===== config.mk =====
export PLATFORM = sky130hd
export DESIGN_NAME = fetch_unit_flat
export DESIGN_NICKNAME = d
export VERILOG_FILES = /design/src/rtl/fetch_unit_if.sv /design/src/rtl/fetch_unit.sv /design/src/flat_wrapper.sv
export SDC_FILE = /design/constraint.sdc
export NUM_CORES = 1
export LEC_CHECK = 0
export CORE_MARGIN = 5
export CORE_UTILIZATION = 40
export CTS_CLUSTER_SIZE = 25
export DETAILED_ROUTE_END_ITERATION = 7
export PLACE_DENSITY = 0.73
export SYNTH_ARGS = -nofsm -noshare
export SYNTH_HDL_FRONTEND = slang
export SYNTH_SLANG_ARGS = --single-unit

===== constraint.sdc =====
create_clock -name clk -period 3.15 [get_ports clk]
set_clock_uncertainty 0.15 [all_clocks]
set_input_delay 0.7875 -clock clk [delete_from_list [all_inputs] [get_ports clk]]
set_output_delay 0.7875 -clock clk [all_outputs]
set_load 0.01 [all_outputs]

===== src/rtl/fetch_unit_if.sv =====
// Fetch-to-IMEM/decode bundle: IMEM address/data, redirect request, and the
// registered fetch output with its valid/ready handshake.
interface fetch_unit_if #(
  parameter int INST_WIDTH_LENGTH = 32,
  parameter int PC_WIDTH_LENGTH   = 32
);
  logic [PC_WIDTH_LENGTH-1:0]   pc_out;
  logic [INST_WIDTH_LENGTH-1:0] inst;
  logic                         redirect_valid;
  logic [PC_WIDTH_LENGTH-1:0]   redirect_pc;
  logic [INST_WIDTH_LENGTH-1:0] inst_q;
  logic [PC_WIDTH_LENGTH-1:0]   pc_q;
  logic                         inst_valid;
  logic                         inst_ready;
  logic                         misalign_exc;
  logic [PC_WIDTH_LENGTH-1:0]   fault_pc;
  logic                         stall;

  modport master (
    output pc_out, inst_q, pc_q, inst_valid, misalign_exc, fault_pc, stall,
    input  inst, redirect_valid, redirect_pc, inst_ready
  );

  modport slave (
    input  pc_out, inst_q, pc_q, inst_valid, misalign_exc, fault_pc, stall,
    output inst, redirect_valid, redirect_pc, inst_ready
  );
endinterface


===== src/rtl/fetch_unit.sv =====
// Instruction-fetch stage: owns the PC, registers IMEM read data toward decode,
// and handles redirects, trapping misaligned targets to a fixed vector.
module fetch_unit #(
  parameter int                         INST_WIDTH_LENGTH = 32,
  parameter int                         PC_WIDTH_LENGTH   = 32,
  parameter logic [PC_WIDTH_LENGTH-1:0] RESET_PC          = 32'h0000_0000,
  parameter logic [PC_WIDTH_LENGTH-1:0] TRAP_VEC          = 32'h0000_0100
) (
  input  logic          clk,
  input  logic          rst_n,
  fetch_unit_if.master  bus
);

  typedef enum logic [1:0] {BOOT, RUN, STALL, TRAP} state_t;

  localparam logic [INST_WIDTH_LENGTH-1:0] NOP = INST_WIDTH_LENGTH'(32'h0000_0013);

  state_t                       state_q, state_d;
  logic [PC_WIDTH_LENGTH-1:0]   pc_out_q, pc_out_d;
  logic [PC_WIDTH_LENGTH-1:0]   pc_buf_q, pc_buf_d;
  logic [PC_WIDTH_LENGTH-1:0]   fault_pc_q, fault_pc_d;
  logic [INST_WIDTH_LENGTH-1:0] inst_buf_q, inst_buf_d;
  logic                         valid_q, valid_d;
  logic                         exc_q, exc_d;
  logic                         accept;
  logic                         capture;

  always_comb begin
    accept     = !valid_q || bus.inst_ready;
    capture    = 1'b0;
    state_d    = state_q;
    pc_out_d   = pc_out_q;
    pc_buf_d   = pc_buf_q;
    fault_pc_d = fault_pc_q;
    inst_buf_d = inst_buf_q;
    valid_d    = valid_q;
    exc_d      = 1'b0;

    // A redirect wins over every state; a misaligned target never reaches IMEM.
    if (bus.redirect_valid) begin
      valid_d = 1'b0;
      if (bus.redirect_pc[1:0] == 2'b00) begin
        pc_out_d = bus.redirect_pc;
        state_d  = RUN;
      end else begin
        pc_out_d   = TRAP_VEC;
        fault_pc_d = bus.redirect_pc;
        exc_d      = 1'b1;
        state_d    = TRAP;
      end
    end else begin
      case (state_q)
        BOOT:    state_d = RUN;
        RUN: begin
          if (accept) capture = 1'b1;
          else        state_d = STALL;
        end
        STALL: begin
          if (bus.inst_ready) begin
            capture = 1'b1;
            state_d = RUN;
          end
        end
        TRAP:    state_d = RUN;
        default: state_d = BOOT;
      endcase

      if (capture) begin
        inst_buf_d = bus.inst;
        pc_buf_d   = pc_out_q;
        valid_d    = 1'b1;
        pc_out_d   = pc_out_q + PC_WIDTH_LENGTH'(4);
      end
    end
  end

  always_ff @(posedge clk or negedge rst_n) begin
    if (!rst_n) begin
      state_q    <= BOOT;
      pc_out_q   <= RESET_PC;
      pc_buf_q   <= '0;
      fault_pc_q <= '0;
      inst_buf_q <= NOP;
      valid_q    <= 1'b0;
      exc_q      <= 1'b0;
    end else begin
      state_q    <= state_d;
      pc_out_q   <= pc_out_d;
      pc_buf_q   <= pc_buf_d;
      fault_pc_q <= fault_pc_d;
      inst_buf_q <= inst_buf_d;
      valid_q    <= valid_d;
      exc_q      <= exc_d;
    end
  end

  assign bus.pc_out       = pc_out_q;
  assign bus.inst_q       = inst_buf_q;
  assign bus.pc_q         = pc_buf_q;
  assign bus.inst_valid   = valid_q;
  assign bus.misalign_exc = exc_q;
  assign bus.fault_pc     = fault_pc_q;
  assign bus.stall        = (state_q == STALL);

endmodule


===== src/flat_wrapper.sv =====
// flat-port wrapper written by rule: the top's interface ports become plain ports
module fetch_unit_flat 
#(
  parameter int                         INST_WIDTH_LENGTH = 32,
  parameter int                         PC_WIDTH_LENGTH   = 32,
  parameter logic [PC_WIDTH_LENGTH-1:0] RESET_PC          = 32'h0000_0000,
  parameter logic [PC_WIDTH_LENGTH-1:0] TRAP_VEC          = 32'h0000_0100
)
  (clk, rst_n, bus_pc_out, bus_inst_q, bus_pc_q, bus_inst_valid, bus_misalign_exc, bus_fault_pc, bus_stall, bus_inst, bus_redirect_valid, bus_redirect_pc, bus_inst_ready);
  fetch_unit_if #(.INST_WIDTH_LENGTH(INST_WIDTH_LENGTH), .PC_WIDTH_LENGTH(PC_WIDTH_LENGTH)) bus_i ();
  input  logic clk;
  input  logic rst_n;
  output wire logic [$bits(bus_i.pc_out)-1:0] bus_pc_out;
  output wire logic [$bits(bus_i.inst_q)-1:0] bus_inst_q;
  output wire logic [$bits(bus_i.pc_q)-1:0] bus_pc_q;
  output wire logic [$bits(bus_i.inst_valid)-1:0] bus_inst_valid;
  output wire logic [$bits(bus_i.misalign_exc)-1:0] bus_misalign_exc;
  output wire logic [$bits(bus_i.fault_pc)-1:0] bus_fault_pc;
  output wire logic [$bits(bus_i.stall)-1:0] bus_stall;
  input wire logic [$bits(bus_i.inst)-1:0] bus_inst;
  input wire logic [$bits(bus_i.redirect_valid)-1:0] bus_redirect_valid;
  input wire logic [$bits(bus_i.redirect_pc)-1:0] bus_redirect_pc;
  input wire logic [$bits(bus_i.inst_ready)-1:0] bus_inst_ready;
  assign bus_pc_out = bus_i.pc_out;
  assign bus_inst_q = bus_i.inst_q;
  assign bus_pc_q = bus_i.pc_q;
  assign bus_inst_valid = bus_i.inst_valid;
  assign bus_misalign_exc = bus_i.misalign_exc;
  assign bus_fault_pc = bus_i.fault_pc;
  assign bus_stall = bus_i.stall;
  assign bus_i.inst = bus_inst;
  assign bus_i.redirect_valid = bus_redirect_valid;
  assign bus_i.redirect_pc = bus_redirect_pc;
  assign bus_i.inst_ready = bus_inst_ready;
  fetch_unit #(.INST_WIDTH_LENGTH(INST_WIDTH_LENGTH), .PC_WIDTH_LENGTH(PC_WIDTH_LENGTH), .RESET_PC(RESET_PC), .TRAP_VEC(TRAP_VEC)) u_core (.clk(clk), .rst_n(rst_n), .bus(bus_i));
endmodule

# [Yosys cells after proc, flatten, opt, wreduce, memory -nomap -nowiden]
# Index checks and enable logic that the tools add are counted.
[totals] regBits=132 wordCells=40
[op_classes] addsub=1 eq_ne=5 n_mux=16 bitwise_logic=2 n_reduce_logical=9
[ops] operator="$mux 32" n=3
[ops] operator="$add 32x3->32 const B" n=1
[ops] operator="$mux 2" n=4
[ops] operator="$mux 1" n=7
[ops] operator="$pmux 2 s3" n=1
[ops] operator="$reduce_and 2->1" n=3
[ops] operator="$eq 2x2->1 const B" n=2
[ops] operator="$logic_not 2->1" n=2
[ops] operator="$ne 3x1->1 const B" n=1
[ops] operator="$ne 3x3->1 const B" n=1
[ops] operator="$eq 2x1->1 const B" n=1
[ops] operator="$not 1->1" n=2
[ops] operator="$pmux 1 s2" n=1
[ops] operator="$reduce_bool 2->1" n=1
[ops] operator="$reduce_or 2->1" n=1
[ops] operator="$logic_not 1->1" n=1
[ops] operator="$logic_or 1x1->1" n=1

# [Depth between registers and ports, before layout]
[logic_depth] ltp_word=7 mapped_depth=9 ltp_nobuf=7

# [Worst setup path before layout]
# OpenSTA, ideal clock, no wires.
[synth_path] path_type="input to register" start="in bus_inst_ready" end="reg u_core.inst_buf_q[10] (netlist: u_core.bus.inst_q[10])" arrival_ps=1998 path_slack_ps=877 stages=6 path_buffers=2 path_cell_list="and3b_1 -> a21oi_1 -> nor2_1 -> clkbuf_1 -> buf_2 -> mux2_2"
[synth_between] elab_chain_len=5 word_cells_on_any_way=6 cone_classes="4 x mux; 2 x reduce/logical"
[synth_lines] item="start: declaration" line_no="flat_wrapper.sv:23" text="input wire logic [$bits(bus_i.inst_ready)-1:0] bus_inst_ready;"
[synth_lines] item="$logic_or 1x1->1" line_no="fetch_unit.sv:29" text="accept = !valid_q || bus.inst_ready;"
[synth_lines] item="$mux 1" line_no="fetch_unit.sv:55" text="if (accept) capture = 1'b1;"
[synth_lines] item="$pmux 1 s2 (*)" line_no="fetch_unit.sv:52" text="case (state_q)"
[synth_lines] item="$mux 1 (*)" line_no="fetch_unit.sv:40" text="if (bus.redirect_valid) begin"
[synth_lines] item="$reduce_and 2->1 (no line) (*)"
[synth_lines] item="end signal: assignment" line_no="fetch_unit.sv:91" text="inst_buf_q <= inst_buf_d;"
[synth_lines] item="end: declaration" line_no="fetch_unit.sv:22" text="logic [INST_WIDTH_LENGTH-1:0] inst_buf_q, inst_buf_d;"
# Mark *: on every way between the ends. The rest lies on a longest branch, timed or not. The select of a mux whose other input is x is not followed.
# A chain may end at the register's enable or synchronous reset.

# [Worst setup path after layout]
[layout_path] start="reg u_core.state_q[0]" end="out bus_stall"
[layout_between] elab_chain_len=1
[layout_lines] item="start: declaration" line_no="fetch_unit.sv:18" text="state_t state_q, state_d;"
[layout_lines] item="start signal: assignment" line_no="fetch_unit.sv:87" text="state_q <= state_d;"
[layout_lines] item="$eq 2x2->1" line_no="fetch_unit.sv:103" text="assign bus.stall = (state_q == STALL);"
[layout_lines] item="end: declaration" line_no="flat_wrapper.sv:19" text="output wire logic [$bits(bus_i.stall)-1:0] bus_stall;"
# No other way between the ends.

==> impl_metrics.py <==
metrics = {
    "run_status": {
        "outcome": "finished clean",
    },
    "placed_design": {
        "port_buffers": 198,
        "gp_congestion": 0.814,
        "pre_cts_ws_ps": 226,
        "hpwl_um": 11700,
    },
    "clock_network": {
        "cts_root_buf": "clkbuf_16",
        "clk_path_buf_depth": 2,
        "cts-hold-fix-buffers": 0,
        "numClockSinks": 132,
        "tritoncts": "done",
        "post_cts_resized": 0,
        "post-cts-setup-buffers": 0,
        "clk_latency_ps": 410,
        "htreeDepth": 4,
        "cts_made_buffers": 17,
        "clk_pin_slew_worst_paths_ps": 50,
    },
    "critical_path": {
        "cp-end-kind": "primary output",
        "crit_fanout": 4,
        "arrival_ps": 1630,
        "r2r-start": "u_core.bus.pc_out[2]",
        "crit_type": "reg2out",
        "cp_cell_sequence": "inv_1 > ha_1 > clkdlybuf4s50_1",
        "slowest_stage": "clkdlybuf4s50_1",
        "startpoint": "u_core.state_q[0]",
        "worstSetupStartpointType": "register",
        "required_ps": 2210,
        "max_stage_delay_ps": 560,
    },
    "floorplan": {
        "ios": 199,
        "die_height_um": 130,
        "start_util_pct": 41.2,
        "die_w_um": 130,
        "dieArea_um2": 16900,
        "rows": 43,
        "core_area_um2": 14000,
    },
    "synth": {
        "syn-num-nets": 536,
        "synth_cell_type_count": 51,
        "synth_edf_count": 0,
        "synth_flop_cell": "dfrtp_1",
        "async_flop_share_pct": 100,
        "synthCells": 464,
        "yosysSeqAreaShare_pct": 57.4,
        "yosys_warnings": 0,
        "avgSynthCellArea_um2": 12.4,
        "ys_ff_latch": 132,
        "netlist_area_um2": 5760,
    },
    "pwr": {
        "power_frac_seq_pct": 39.0,
        "p_switching_uw": 1680,
        "ir_worst_vdd_mv": 0.509,
        "clockPowerShare_pct": 29.4,
        "p_int_uw": 4390,
        "p_comb_share_pct": 31.6,
        "power.density_nw_per_um2": 711,
        "switching_share_pct": 27.7,
        "leakagePower_uw": 0.00361,
    },
    "detailed_routing": {
        "vias": 4525,
        "route.detailed.wl_per_inst_um": 18.6,
        "final_antenna_net_count": 0,
        "drtPass1Iterations": 4,
        "wl_met3_um": 1190,
        "wl_met2_um": 8000,
        "m1WireLength_um": 6360,
        "routed.top_layer": "met4",
        "routed_wirelength_um": 15900,
        "dr.first_iter.drc_count": 196,
        "viasPerCell": 5.27,
        "drc_errors": 0,
    },
    "timing": {
        "finalCritPeriodShare_pct": 81.5,
        "max_slew_margin_pct": 28.2,
        "tns_ps": 0,
        "grt_setup_unrepaired": "no",
        "setup_viol": 0,
        "min_period_ps": 2570,
        "setup_ws_ps": 583,
        "hold_viol_final": 0,
        "max_freq_ghz": 0.390,
        "worst_slew_pin_slew_ps": 1070,
        "fin_hold_ws_ps": 241,
        "slew_violations": 0,
    },
    "finish": {
        "final_nets": 740,
        "postLayoutCoreUtil_pct": 61.0,
        "layout-drive-gt1-share_pct": 22.1,
        "antenna-diode-count": 0,
        "syn2layout_area_growth_pct": 48.2,
        "mostFrequentLayoutCells": "clkdlybuf4s50_1 (197), dfrtp_1 (129), mux2_2 (94), nand2_1 (38), a21oi_1 (35)",
        "layout_commonest_cell": "clkdlybuf4s50_1",
    },
    "global_routing": {
        "grt_max_degree": 74,
        "grt_first_pass_wirelength_um": 25400,
        "grt.overflow.total": 0,
        "grt_pass1_vias": 4831,
        "antenna_found_initial": 0,
        "track_usage_pct": 19.5,
    },
    "run": {
        "drv_cap": 0,
    },
    "min_path": {
        "worst_hold_path_type": "in2async",
    },
}
==> final timing paths <==
| kind | slack, ps | end | cells after the start |
|---|---|---|---|
| max in group asynchronous | 1840 | u_core.bus.inst_q[0] | 2 |
| min reg2reg | 340 | u_core.bus.fault_pc[0] | 2 |
| max | 580 | bus_stall | 3 |
| max reg2reg | 690 | u_core.bus.pc_out[30] | 6 |
| min | 240 | u_core.bus.inst_q[10] | 1 |
| min in group clk | 340 | u_core.bus.fault_pc[0] | 2 |
==> per-layer routing <==
metal  up-vias  global-route usage (%)
met4         0                    7.70
met2       166                    31.5
met5         -                       0
met1      2247                    24.8
met3        26                    5.61
li1       2086                       -
==> cells by family (layout without fill, tap and decap cells) <==
kind of cell | after synthesis | count (layout) | synth area share, %
adder cells (fa/ha/maj) | 4 | 4 | 0.869
multiplexers | 94 | 94 | 18.4
AND/OR/NAND/NOR | 110 | 110 | 10.6
XOR/XNOR | 9 | 9 | 1.37
flip-flops | 132 | 132 | 57.4
buffers and inverters | 30 | 244 | 2.19
AO/OA/AOI/OAI | 85 | 85 | 9.12
==> power by group through the flow <==
stage	Sequential, µW	Combinational [µW]	Clock (µW)
5_1_grt	2420	2060	1900
3_5_place_dp	2390	1940	0
4_1_cts	2370	1950	1830
2_1_floorplan	2550	620	0
3_3_place_gp	2370	1910	0
6_report	2360	1920	1790
==> flip-flops by register name, indices dropped and copies added (netlist names) <==
signal / flops
u_core.bus.fault_pc: 32
u_core.bus.inst_q: 32
u_core.bus.pc_out: 32
u_core.bus.pc_q: 32
u_core.state_q: 2
u_core.bus.inst_valid: 1
u_core.bus.misalign_exc: 1
==> Yosys cell counts, drive strengths merged (4+ instances only) <==
master / count / share of area, %
nand4: 8 / 1.2
and4: 4 / 0.61
xor2: 4 / 0.61
nor3: 4 / 0.35
clkbuf: 14 / 0.91
inv: 6 / 0.39
nor2b: 5 / 0.54
nand3: 7 / 0.61
ha: 4 / 0.87
nand2: 38 / 2.5
buf: 10 / 0.89
a21oi: 36 / 3.1
nor2: 24 / 1.6
and3: 4 / 0.46
o21ai: 18 / 1.6
mux2: 94 / 18
dfrtp: 129 / 56
a22o: 5 / 0.76
nor4: 6 / 1.5
xnor2: 5 / 0.76
==> critical path, delay by kind of cell, from the launching register on <==
kind	cells	cell delay [ps]
buf+inv	2	630
fa+ha+maj	1	180
flops	1	410
==> per-stage QoR <==
stage | cell area (µm²) | std cells | power [µW]
final | 8540 | 858 | 6070
after global routing | 8540 | 858 | 6390
after CTS | 8540 | 858 | 6150
after detailed placement | 8000 | 829 | 4340
after global placement | 8000 | 829 | 4280
after floorplan | 5760 | 464 | 3170
==> layout make-up <==
type                       instances  area, µm²
fill                            1119       5450
sequential                       132       3310
multi-input combinational        302       2350
timing repair buffer             209       2090
clock buffer                      25        515
tap                              180        225
clock inverter                     4       22.5
inverter                           6       22.5
Power figures use the tool's default switching activity.
